<file path="src/rtl/load_store_unit.sv">
// RV32I load/store unit: one access at a time, byte-lane steering on stores,
// lane extraction and sign/zero extension on loads, misalignment faults.
module load_store_unit #(
  parameter int MEM_LATENCY = 1
) (
  input  logic        CLK,
  input  logic        RSTn,
  input  logic        REQ,
  input  logic        REQ_WE,
  input  logic [2:0]  REQ_FUNCT3,
  input  logic [31:0] REQ_ADDR,
  input  logic [31:0] REQ_WDATA,
  output logic        BUSY,
  output logic        DONE,
  output logic        FAULT,
  output logic [31:0] RDATA,
  output logic        D_MEM_CSN,
  output logic        D_MEM_WEN,
  output logic [3:0]  D_MEM_BE,
  output logic [11:0] D_MEM_ADDR,
  output logic [31:0] D_MEM_DOUT,
  input  logic [31:0] D_MEM_DI
);

  typedef enum logic [1:0] {S_IDLE, S_ACCESS, S_WAIT, S_DONE} state_t;

  localparam logic [1:0] LAST = 2'(MEM_LATENCY - 1);

  state_t      state, state_nxt;
  logic        we_p0;
  logic        fault_p0;
  logic [2:0]  funct3_p0;
  logic [31:0] addr_p0;
  logic [31:0] wdata_p0;
  logic [31:0] rdata_p0;
  logic [1:0]  wait_cnt;
  logic        mem_active;
  logic        unused_addr;

  function automatic logic is_fault(input logic we, input logic [2:0] f3, input logic [1:0] a);
    case (f3)
      3'b000:  return 1'b0;
      3'b001:  return a[0];
      3'b010:  return a != 2'b00;
      3'b100:  return we;
      3'b101:  return we | a[0];
      default: return 1'b1;
    endcase
  endfunction

  function automatic logic [31:0] load_extend(input logic [2:0] f3, input logic [31:0] di,
                                              input logic [1:0] a);
    logic signed [31:0] sh;
    sh = signed'(di >> {a, 3'b000});
    case (f3)
      3'b000:  return {{24{sh[7]}}, sh[7:0]};
      3'b001:  return {{16{sh[15]}}, sh[15:0]};
      3'b100:  return {24'h0, sh[7:0]};
      3'b101:  return {16'h0, sh[15:0]};
      default: return sh;
    endcase
  endfunction

  function automatic logic [3:0] byte_lanes(input logic [2:0] f3, input logic [1:0] a);
    case (f3[1:0])
      2'b00:   return 4'b0001 << a;
      2'b01:   return 4'b0011 << a;
      default: return 4'b1111;
    endcase
  endfunction

  function automatic logic [31:0] store_data(input logic [2:0] f3, input logic [31:0] wd);
    case (f3[1:0])
      2'b00:   return {4{wd[7:0]}};
      2'b01:   return {2{wd[15:0]}};
      default: return wd;
    endcase
  endfunction

  always_comb begin
    state_nxt = state;
    case (state)
      S_IDLE:   if (REQ) state_nxt = is_fault(REQ_WE, REQ_FUNCT3, REQ_ADDR[1:0]) ? S_DONE : S_ACCESS;
      S_ACCESS: state_nxt = we_p0 ? S_DONE : S_WAIT;
      S_WAIT:   if (wait_cnt == LAST) state_nxt = S_DONE;
      S_DONE:   state_nxt = S_IDLE;
      default:  state_nxt = S_IDLE;
    endcase
  end

  // Request capture, wait counting and load result register
  always_ff @(posedge CLK) begin
    if (!RSTn) begin
      state     <= S_IDLE;
      we_p0     <= 1'b0;
      fault_p0  <= 1'b0;
      funct3_p0 <= 3'b000;
      addr_p0   <= 32'h0;
      wdata_p0  <= 32'h0;
      rdata_p0  <= 32'h0;
      wait_cnt  <= 2'd0;
    end else begin
      state <= state_nxt;
      if (state == S_IDLE && REQ) begin
        we_p0     <= REQ_WE;
        funct3_p0 <= REQ_FUNCT3;
        addr_p0   <= REQ_ADDR;
        wdata_p0  <= REQ_WDATA;
        fault_p0  <= is_fault(REQ_WE, REQ_FUNCT3, REQ_ADDR[1:0]);
      end
      if (state == S_ACCESS) wait_cnt <= 2'd0;
      else if (state == S_WAIT) wait_cnt <= wait_cnt + 2'd1;
      if (state == S_WAIT && wait_cnt == LAST)
        rdata_p0 <= load_extend(funct3_p0, D_MEM_DI, addr_p0[1:0]);
    end
  end

  // Memory strobes are gated by RSTn so no write escapes while reset is held
  assign mem_active  = RSTn && (state == S_ACCESS || state == S_WAIT);
  assign D_MEM_CSN   = !mem_active;
  assign D_MEM_WEN   = !(RSTn && state == S_ACCESS && we_p0);
  assign D_MEM_BE    = mem_active ? byte_lanes(funct3_p0, addr_p0[1:0]) : 4'b0000;
  assign D_MEM_ADDR  = addr_p0[13:2];
  assign D_MEM_DOUT  = store_data(funct3_p0, wdata_p0);
  assign BUSY        = state != S_IDLE;
  assign DONE        = state == S_DONE;
  assign FAULT       = (state == S_DONE) && fault_p0;
  assign RDATA       = rdata_p0;
  assign unused_addr = &{1'b0, addr_p0[31:14]};

endmodule

</file>
<file path="config.mk">
export PLATFORM = sky130hd
export DESIGN_NAME = load_store_unit
export DESIGN_NICKNAME = d
export VERILOG_FILES = /design/src/rtl/load_store_unit.sv
export SDC_FILE = /design/constraint.sdc
export NUM_CORES = 1
export LEC_CHECK = 0
export CAP_MARGIN = 20
export CORE_ASPECT_RATIO = 1.4
export CORE_UTILIZATION = 48
export CTS_BUF_LIST = sky130_fd_sc_hd__clkbuf_4
export CTS_CLUSTER_SIZE = 16
export DETAILED_ROUTE_END_ITERATION = 6
export GPL_ROUTABILITY_DRIVEN = 1
export PLACE_DENSITY = 0.89
export SKIP_LAST_GASP = 1
export SYNTH_ARGS = -nofsm -noshare
export SYNTH_HDL_FRONTEND = slang
export SYNTH_SLANG_ARGS = --single-unit
</file>
<file path="constraint.sdc">
create_clock -name CLK -period 4.7 [get_ports CLK]
set_input_delay 1.175 -clock CLK [delete_from_list [all_inputs] [get_ports CLK]]
set_output_delay 1.175 -clock CLK [all_outputs]
set_load 0.03 [all_outputs]
</file>
# Yosys cells after proc, flatten, opt, wreduce, memory -nomap -nowiden
# Index checks and enable logic that the tools add are counted.
# word_totals
elab_cells,57
latchBits,0
ramBits,0
romBits,0
mem_count,0
regBits,87
# classes
n_addsub,1
n_eq_ne,13
div_mod_pow,0
muxes,12
n_mul,0
bitwise_logic,2
n_lt_le_gt_ge,0
reduce_logical,18
shifts,3
# ops
op,n
one-hot mux 32 bit (4 select lines),1
one-hot mux 32 bit (2 select lines),1
right shift 32 x 5 -> 32 bit,1
"equality test 3 bit, second input constant",4
one-hot mux 2 bit (4 select lines),1
one-hot mux 4 bit (2 select lines),1
"equality test 3 x 1 -> 1 bit, second input constant",2
logical AND 1 bit,6
zero test 2 bit,3
zero test 3 bit,2
2-to-1 mux 2 bit,3
one-hot mux 1 bit (5 select lines),1
"equality test 2 x 1 -> 1 bit, second input constant",2
"equality test 2 bit, second input constant",2
2-to-1 mux 4 bit,1
nonzero test 2 bit,2
"<< shifter 1 x 2 -> 4 bit, first input constant",1
"<< shifter 2 x 2 -> 4 bit, first input constant",1
"equality test 3 x 2 -> 1 bit, second input constant",1
2-to-1 mux 1 bit,3
"adder 2 x 1 -> 2 bit, second input constant",1
zero test 1 bit,2
"!= test 2 x 1 -> 1 bit, second input constant",1
"!= test 2 bit, second input constant",1
other kinds (5),5

# Logic depth before layout (Yosys ltp)
# Gate-level depths: netlist of the first run.
# logic_depth
depth_word,7
mapped_depth,7
mapped_depth_nobuf,6

# Worst setup path before layout of the first run
# OpenSTA, ideal clock, no wires.
# synth_timing
path_kind,input-to-output
startpoint,input port RSTn
endpoint,output port D_MEM_BE[2]
path_slack_ns,1.275
t_required_ns,3.525
cell_stages,3
path_buffers,1
t_arrival_ns,2.250
path_cell_list,clkbuf_1 nand2_1 a21oi_1
# synth_via
elab_chain_len,2
# synth_rtl
item,line_no,source
from (decl),7,"input logic RSTn,"
logical AND 1 bit,119,assign mem_active = RSTn && (state == S_ACCESS || state == S_WAIT);
2-to-1 mux 4 bit,122,"assign D_MEM_BE = mem_active ? byte_lanes(funct3_p0, addr_p0[1:0]) : 4'b0000;"
to (decl),19,"output logic [3:0] D_MEM_BE,"
# No other way between the ends.

# Worst setup path in the final report of the first run
# layout_timing
startpoint,register funct3_p0[0]
endpoint,output port D_MEM_DOUT[9]
# layout_via
elab_chain_len,2
word_cells_on_any_way,3
cone_classes,eq/ne (1); mux (1); reduce/logical (1)
# layout_rtl
item,line_no,source
from (decl),32,logic [2:0] funct3_p0;
from (signal assigned),97,funct3_p0 <= 3'b000;
from (signal assigned),106,funct3_p0 <= REQ_FUNCT3;
equality test 2 x 1 -> 1 bit / zero test 2 bit (equally long branches),73,case (f3[1:0])
one-hot mux 32 bit (2 select lines) (*),73,
to (decl),21,"output logic [31:0] D_MEM_DOUT,"
# Mark *: on every way between the ends. The rest lies on a longest branch, timed or not.

==> results.txt, run 1 <==
status -> completed
achievable frequency -> 256 MHz
Yosys warnings -> 0
WS Path Type -> reg -> out
Max Slew Vio Count -> 0
TritonCTS Buffers -> 9
number of global-route vias before repair -> 4210
HP Class -> reg -> reg
CP max-delay cell -> dfxtp_1
Post-synth EDFFs -> 0
sequential area share after synthesis -> 39.1%
Synth top area share -> 39.1%
ranking of synthesized cells by area -> dfxtp_1 39%, nand2_1 13%, a21boi_0 9.3%
flops & latches, synth -> 87
PwrDens -> 518 mW/mm^2
clk_skew -> 0.0166 ns
gr ovfl total -> 0
Finished Core Util -> 68.3%
CTS tree -> done
VDD IR max -> 0.396 mV
number of antenna diodes -> 0
Die X -> 83.4 um
Root Buffer -> clkbuf_4
DR iter-0 viols -> 180
critical path's largest stage delay -> 0.79 ns
reg2reg setup slack -> 2.42 ns
RR Startpoint -> state[1]
final WL -> 13.1 mm
Post-CTS Hold Buffers -> 0
Hold Fails Final Rpt -> 0
Final ANT Viol Nets -> 0
DP Cell Count -> 761
Worst R2R End -> addr_p0[11]
routed length per instance -> 16.9 um
Tot GR Track Use -> 27.0%
Worst Setup End Kind -> output pin
via count -> 4321
fill count -> 708
H-tree depth -> 3
Clock Path Buffers -> 2
fin crit share -> 83.0%
Distinct cells, synth -> 36
Sink Count -> 87
Buf+Inv Stages, Crit Path -> 1
Hold Path Depth -> 2
post-DP HPWL -> 9.53 mm
NumNets Final -> 775
Comb power frac -> 53.2%
RSZ-0062 raised after global routing -> false
Setup TNS -> 0 ns
DRC -> 0
Slew HR -> 31.9%
synth cell count leaders -> 152 x nand2_1, 87 x dfxtp_1, 55 x a21boi_0
Reg power frac -> 33.3%
syn_area_per_cell -> 8.28 um^2
post-route insts no fill -> 778
first-pass GRT wire length -> 20.4 mm
P_sw -> 0.00139 W
switching share of power -> 43.5%
P&R area growth vs syn -> 38.3%
Synth Instances -> 538
post-layout min period -> 3.90 ns
Die Y -> 116 um
worst min-delay path endpoint -> RDATA[7]
slew of the pin with the lowest slew margin -> 1.02 ns
power share of the clock group -> 13.4%
row cnt -> 41
clk_lat worst skew -> 0.46 ns
vias per cell -> 5.55
internal power -> 0.00180 W
total die area -> 0.00967 mm^2
r2r worst-path depth -> 6
Hold Crit Start -> RDATA[7]
Post CTS Setup Buffer Count -> 0
largest delay contributor family on the critical path -> flip-flops
P_leak -> 2.21 nW
post-CTS sizing -> 0
layout cells sized above 1 -> 9.09%
synthesized cell area -> 0.00445 mm^2
most common flop cell mapped by yosys -> dfxtp_1
drt pass-1 iters -> 5
Cell Chain, Critical Path -> or2_2, mux2_2, clkdlybuf4s50_1
Syn Nets -> 647
max cap viols -> 0
largest net degree at the start of global routing -> 54
gp weighted congestion -> 0.915
leading area contributor after synthesis -> dfxtp_1
Starting Density -> 49.3%
Setup-failing EPs final -> 0
PortBufs -> 169
core area -> 0.00903 mm^2
initial antenna violation count -> 0
critical path launch point type -> register
IO Pins -> 188
Max FO, Critical Path -> 16
CP arrival -> 2.73 ns
total power -> 0.00319 W
Critical Path RT -> 3.52 ns
top-count cell post-synth -> nand2_1
Worst-path clk slew -> 0.14 ns
Async S/R FF share, synth -> 0%
## metal layers
layer,part of all wire (%),vias up,GRT usage [%]
met4,3.0,0,13.2
met5,0,-,0
met2,52,232,51.0
met3,8.3,27,6.20
li1,-,2054,-
met1,36,2008,28.3
## power by group through the flow
stage,Combinational [W],Clock (W),Sequential (W)
after global routing,0.00181,0.000469,0.00109
after detailed placement,0.00166,0,0.00108
after global placement,0.00163,0,0.00107
final,0.00170,0.000429,0.00106
after CTS,0.00167,0.000435,0.00106
after floorplan,0.000907,0,0.00125
## layout make-up
cell class	instances	area (um^2)	share of cell area (%)
Clock buffer	12	90.1	1.46
Inverter	8	30.0	0.487
Tap cell	107	134	2.17
Sequential cell	87	1740	28.3
Timing Repair Buffer	176	1760	28.5
Multi-Input combinational cell	384	2360	38.3
Clock inverter	4	46.3	0.751
## worst max-delay path by stage
stage / from / to / slack (ns) / cells after the start
floorplan: RSTn / D_MEM_BE[2] / 1.27 / 3
global placement: RSTn / D_MEM_WEN / 1.18 / 4
detailed placement: RSTn / D_MEM_WEN / 1.16 / 4
CTS: funct3_p0[0] / D_MEM_DOUT[9] / 0.79 / 3
global route: addr_p0[0] / D_MEM_BE[2] / 0.66 / 5
finish: funct3_p0[0] / D_MEM_DOUT[9] / 0.80 / 3
## registers in the layout (all words and copies together), names as in the netlist
signal / cells
RDATA: 32
wdata_p0: 32
addr_p0: 14
funct3_p0: 3
state: 2
wait_cnt: 2
fault_p0: 1
we_p0: 1
## worst register-to-register path, stage by stage, from the launching register on
cell	delay, ns
dfxtp_1	0.40
inv_1	0.11
ha_1	0.22
nand2_1	0.75
buf_4	0.42
nand2_1	0.09
a21boi_0	0.20
## cells by family after synthesis
group	after synthesis	synth area share (%)
compound gates	135	22.1
xor+xnor	1	0.197
flops	87	39.1
buf+inv	67	7.92
simple gates	191	17.0
mux	51	12.0
fa+ha+maj	6	1.69
## placed cells by master (no fill, tap or decap), types with 9 or more instances in the layout
cell type,netlist,layout
a21oi_2,9,9
a21boi_0,55,55
dfxtp_1,87,87
a21oi_1,15,15
nor2_1,21,21
o21ai_0,27,27
mux2i_1,34,34
clkbuf_4,0,12
nand2_1,152,152
clkdlybuf4s50_1,0,168
mux2_2,16,16
## per-stage QoR
step / cell area, um^2 / hold WS, ns / setup slack [ns]
floorplan: 4450 / 0.440 / 1.27
global placement: 6000 / 0.443 / 1.18
detailed placement: 6000 / 0.445 / 1.16
CTS: 6130 / 0.463 / 0.787
global route: 6160 / 0.495 / 0.663
finish: 6160 / 0.461 / 0.799
Power figures use the tool's default switching activity.
==> inputs of run 2 (changes only) <==
--- a/config.mk
+++ b/config.mk
@@ -7,12 +7,12 @@
 export LEC_CHECK = 0
 export CAP_MARGIN = 20
 export CORE_ASPECT_RATIO = 1.4
-export CORE_UTILIZATION = 48
+export CORE_UTILIZATION = 44
 export CTS_BUF_LIST = sky130_fd_sc_hd__clkbuf_4
 export CTS_CLUSTER_SIZE = 16
 export DETAILED_ROUTE_END_ITERATION = 6
 export GPL_ROUTABILITY_DRIVEN = 1
-export PLACE_DENSITY = 0.89
+export PLACE_DENSITY = 0.82
 export SKIP_LAST_GASP = 1
 export SYNTH_ARGS = -nofsm -noshare
 export SYNTH_HDL_FRONTEND = slang
==> constraint.sdc (replaced) <==
create_clock -name CLK -period 3.9 [get_ports CLK]
set_input_delay 0.975 -clock CLK [delete_from_list [all_inputs] [get_ports CLK]]
set_output_delay 0.975 -clock CLK [all_outputs]
set_load 0.03 [all_outputs]
==> run 2 against run 1 <==
Combinational power up 19%. Critical path depth unchanged. Via count down 2.5%. Global-route usage down 2.0 points. Flip-flop and latch count unchanged. Cell area about the same. Register-to-register slack worse by 0.89 ns. Largest power group unchanged. Highest routed layer unchanged.
==> results.txt, run 2 (synthesis gave the netlist of run 1 again) <==
status -> completed
WHS -> 0.459 ns (-0.00260 ns)
Hold Fails Final Rpt -> 0 (unchanged)
Die X -> 87.0 um (+4.3%)
post-route insts no fill -> 805 (+3.5%)
power share of the clock group -> 12.8% (-0.6 points)
H-tree depth -> 3 (unchanged)
critical path launch point type -> register
Comb power frac -> 53.6% (+0.4 points)
Setup-failing EPs final -> 0 (unchanged)
first-pass GRT wire length -> 20.1 mm (-1.8%)
post-layout min period -> 3.67 ns
pre-CTS WS -> 0.689 ns (-0.469 ns)
most frequent cells in the layout -> 168 x clkdlybuf4s50_1, 152 x nand2_1, 87 x dfxtp_1, 55 x a21boi_0, 34 x mux2i_1
VDD IR max -> 0.301 mV (-24%)
HP Class -> reg -> reg
P_leak -> 2.19 nW (-0.66%)
number of antenna diodes -> 0 (unchanged)
r2r worst-path depth -> 6 (unchanged)
vias per cell -> 5.23 (-5.8%)
WS Path Type -> reg -> out
number of global-route vias before repair -> 4206 (-0.095%)
DRC -> 0 (unchanged)
Worst R2R End -> RDATA[28]
post-DP HPWL -> 9.56 mm (+0.41%)
PortBufs -> 169 (unchanged)
drt pass-1 iters -> 5 (unchanged)
TritonCTS Buffers -> 9 (unchanged)
Critical Path RT -> 2.92 ns (-0.60 ns)
Worst setup endpoint -> D_MEM_DOUT[8]
final setup margin -> 0.232 ns (-0.567 ns)
core area -> 0.00990 mm^2 (+9.6%)
Setup TNS -> 0 ns (unchanged)
CP arrival -> 2.69 ns (-0.04 ns)
critical path launch point -> funct3_p0[0]
max cap viols -> 0 (unchanged)
total die area -> 0.0105 mm^2 (+8.9%)
DP Cell Count -> 790 (+3.8%)
gp weighted congestion -> 0.898 (-1.9%)
largest net degree at the start of global routing -> 83 (+54%)
Post CTS Setup Buffer Count -> 0 (unchanged)
Hold Path Depth -> 2 (unchanged)
Max Slew Vio Count -> 0 (unchanged)
Slew HR -> 38.7% (+6.8 points)
gr ovfl total -> 0 (unchanged)
switching share of power -> 43.6% (+0.11 points)
fill count -> 892 (+26%)
Reg power frac -> 33.6% (+0.3 points)
via count -> 4212 (-2.5%)
Final ANT Viol Nets -> 0 (unchanged)
P_sw -> 0.00165 W (+19%)
slew of the pin with the lowest slew margin -> 0.919 ns (-0.0994 ns)
register area -> 0.00174 mm^2 (unchanged)
RR Startpoint -> state[0]
internal power -> 0.00214 W (+18%)
Sink Count -> 87 (unchanged)
Die Y -> 121 um (+4.4%)
fin crit share -> 94.1%
CTS tree -> done
final WL -> 13.0 mm (-0.99%)
post-CTS sizing -> 0 (unchanged)
NumNets Final -> 775 (unchanged)
commonest non-fill, non-tap cell in the layout -> clkdlybuf4s50_1
Worst-path clk slew -> 0.13 ns (about the same)
Root Buffer -> clkbuf_4
Tot GR Track Use -> 25.0% (-2.0 points)
layout cells sized above 1 -> 8.81% (-0.28 points)
IO Pins -> 188 (unchanged)
Starting Density -> 45.0% (-4.3 points)
Worst Setup End Kind -> output pin
Post-CTS Hold Buffers -> 0 (unchanged)
clk_lat worst skew -> 0.44 ns (-0.02 ns)
clk_skew -> 0.0142 ns (-0.00242 ns)
PwrDens -> 614 mW/mm^2 (+19%)
RSZ-0062 raised after global routing -> false
Clock Path Buffers -> 2 (unchanged)
reg2reg setup slack -> 1.53 ns (-0.89 ns)
row cnt -> 43 (+4.9%)
total power -> 0.00379 W (+19%)
routed length per instance -> 16.1 um (-4.3%)
P&R area growth vs syn -> 38.4% (about the same)
achievable frequency -> 273 MHz
DR iter-0 viols -> 121 (-33%)
Multi-input gate area -> 0.00236 mm^2 (unchanged)
initial antenna violation count -> 0 (unchanged)
Max FO, Critical Path -> 16 (unchanged)
[run 2: changes by cell type in the layout (fill, tap and decap cells not counted), sizes merged]
cell    change
clkbuf      -2
clkinv      +1
[run 2: cell type report]
type	count	share of cell area, %
multi-input combinational	384	38.3
sequential	87	28.2
timing repair buffer	176	28.2
tap	135	2.74
clock buffer	10	1.22
clock inverter	5	0.812
inverter	8	0.487
[run 2: worst min-delay path by stage]
stage | from | to | slack [ns]
after global routing | RDATA[2] | RDATA[2] | 0.49
after global placement | RDATA[3] | RDATA[3] | 0.44
after detailed placement | RDATA[3] | RDATA[3] | 0.44
after floorplan | wdata_p0[16] | wdata_p0[16] | 0.44
final | RDATA[2] | RDATA[2] | 0.46
after CTS | RDATA[3] | RDATA[3] | 0.46
[run 2: power by group through the flow]
| stage | sequential, W | clock (W) | combinational, W |
|---|---|---|---|
| final | 0.00127 | 0.000486 | 0.00203 |
| after global placement | 0.00128 | 0 | 0.00199 |
| after global routing | 0.00129 | 0.000532 | 0.00219 |
| after floorplan | 0.00150 | 0 | 0.00109 |
| after CTS | 0.00127 | 0.000502 | 0.00204 |
| after detailed placement | 0.00129 | 0 | 0.00203 |
[run 2: routing by layer]
metal	up-vias	routed length, um	global-route usage, %
met5	-	0	0
met4	0	399	13.3
met3	29	1140	6.94
met2	190	6720	45.5
met1	1943	4720	25.2
li1	2050	-	-
[run 2: worst max-delay path: stages (launching register included)]
cell	delay [ns]
dfxtp_1	0.81
or2_2	0.47
mux2_2	0.38
clkdlybuf4s50_1	0.61
[run 2: per-stage QoR]
stage / cell area (um^2) / util (%)
after floorplan: 4450 / -
after global placement: 6040 / 61.0
after detailed placement: 6040 / 61.0
after CTS: 6170 / 62.3
after global routing: 6170 / 62.3
final: 6170 / 62.3
==> inputs of run 3 (changes only) <==
--- a/config.mk
+++ b/config.mk
@@ -12,7 +12,7 @@
 export CTS_CLUSTER_SIZE = 16
 export DETAILED_ROUTE_END_ITERATION = 6
 export GPL_ROUTABILITY_DRIVEN = 1
-export PLACE_DENSITY = 0.82
+export PLACE_DENSITY = 0.84
 export SKIP_LAST_GASP = 1
 export SYNTH_ARGS = -nofsm -noshare
 export SYNTH_HDL_FRONTEND = slang
==> run 3 against run 2 <==
Clock skew hardly changed. Power increased by 0.61%. Highest routed layer unchanged. Wire length decreased by 0.12%. Utilization increased by 0.16 points. Combinational power about the same. Fmax is 6.1% higher. Via count rose by 0.28%. Critical path depth rose by 2.
==> results.txt, run 3 (synthesis gave the netlist of run 1 again) <==
post-DP HPWL -> 9.51 mm (-0.60%)
Critical Path RT -> 2.92 ns (about the same)
P_leak -> 2.20 nW (+0.45%)
clk_skew -> 0.0147 ns (+0.000450 ns)
Hold Fails Final Rpt -> 0 (unchanged)
WHS -> 0.467 ns (+0.00805 ns)
vias per cell -> 5.23 (about the same)
gr ovfl total -> 0 (unchanged)
Max Slew Vio Count -> 0 (unchanged)
Max FO, Critical Path -> 11 (-5)
CP arrival -> 2.48 ns (-0.21 ns)
achievable frequency -> 289 MHz (+6.1%)
VDD IR max -> 0.318 mV (+5.8%)
status -> completed
Setup-failing EPs final -> 0 (unchanged)
final WL -> 13.0 mm (-0.12%)
P&R area growth vs syn -> 38.8%
DRC -> 0 (unchanged)
post-layout min period -> 3.46 ns (-0.212 ns)
slew of the pin with the lowest slew margin -> 0.922 ns (+0.00245 ns)
clk_lat worst skew -> 0.43 ns (about the same)
layout cells sized above 1 -> 9.23% (+0.42 points)
total die area -> 0.0105 mm^2 (unchanged)
fin crit share -> 88.6% (-5.4 points)
RSZ-0062 raised after global routing -> false
first-pass GRT wire length -> 19.8 mm (-1.4%)
WS Path Type -> reg -> out
drt pass-1 iters -> 4 (-1)
critical path launch point type -> register
post-CTS sizing -> 0 (unchanged)
initial antenna violation count -> 0 (unchanged)
via count -> 4224 (+0.28%)
Starting Density -> 45.0% (unchanged)
TritonCTS Buffers -> 9 (unchanged)
HP Class -> reg -> reg
largest net degree at the start of global routing -> 87 (+4.8%)
Final ANT Viol Nets -> 0 (unchanged)
Root Buffer -> clkbuf_4
PwrDens -> 616 mW/mm^2 (+0.35%)
Sink Count -> 87 (unchanged)
PortBufs -> 169 (unchanged)
Post-CTS Hold Buffers -> 0 (unchanged)
CTS tree -> done
DR iter-0 viols -> 172 (+42%)
Worst Setup End Kind -> output pin
max cap viols -> 0 (unchanged)
Die X -> 87.0 um (unchanged)
routed length per instance -> 16.1 um (-0.37%)
NumNets Final -> 776 (+0.13%)
Slew HR -> 38.6% (-0.16 points)
row cnt -> 43 (unchanged)
number of global-route vias before repair -> 4096 (-2.6%)
most frequent cells in the layout -> 168 x clkdlybuf4s50_1, 151 x nand2_1, 87 x dfxtp_1, 55 x a21boi_0, 34 x mux2i_1
Tot GR Track Use -> 24.6% (-0.41 points)
Post CTS Setup Buffer Count -> 0 (unchanged)
number of antenna diodes -> 0 (unchanged)
Die Y -> 121 um (unchanged)
gp weighted congestion -> 0.855 (-4.8%)
IO Pins -> 188 (unchanged)
commonest non-fill, non-tap cell in the layout -> clkdlybuf4s50_1
Clock Path Buffers -> 2 (unchanged)
Worst-path clk slew -> 0.13 ns (about the same)
H-tree depth -> 3 (unchanged)
Setup TNS -> 0 ns (unchanged)
core area -> 0.00990 mm^2 (unchanged)
[run 3: per-layer routing]
layer | vias to the layer above | wire length (um) | share of wire, % | global-route usage (%)
li1 | 2050 | - | - | -
met1 | 1962 | 4810 | 37 | 25.2
met2 | 171 | 6530 | 50 | 43.2
met3 | 41 | 911 | 7.0 | 6.12
met4 | 0 | 716 | 5.5 | 16.6
met5 | - | 0 | 0 | 0
[run 3: worst max-delay path, cell delays in order, from the launching register on]
cell and delay [ns]:
dfxtp_1 0.36, buf_4 0.18, nor2b_1 0.52, nand2_1 0.12, a21oi_1 0.16, clkdlybuf4s50_1 0.71
[run 3: area by class of cell]
cell class,instances,area [um^2]
fillers,895,3720
multi-input cells,384,2360
repair buffers,177,1750
flip-flops and latches,87,1740
well taps,135,169
clock buffers,9,67.6
clock inverters,7,63.8
inverters,8,30.0
[run 3: worst paths after layout]
check              from          end  slack, ns  cells after the start
max          addr_p0[0]  D_MEM_BE[2]       0.44                      5
min            RDATA[2]     RDATA[2]       0.47                      2
max reg2reg    state[0]    RDATA[24]       1.62                      6
min reg2reg    RDATA[2]     RDATA[2]       0.47                      2
[run 3: through the flow]
step	utilization (%)	cell area (um^2)	power, W	cells	worst slack, ns
after floorplan	-	4450	0.00260	538	0.875
after global placement	61.1	6050	0.00327	791	0.782
after detailed placement	61.1	6050	0.00333	791	0.767
after CTS	62.4	6180	0.00384	807	0.416
after global routing	62.4	6180	0.00404	807	0.269
final	62.4	6180	0.00381	807	0.443
[run 3: report_power, final]
group / switching (W) / internal, W / leakage, nW
clock: 0.000315 / 0.000190 / 0.0708
sequential: 0.000146 / 0.00112 / 0.713
combinational: 0.00122 / 0.000818 / 1.42
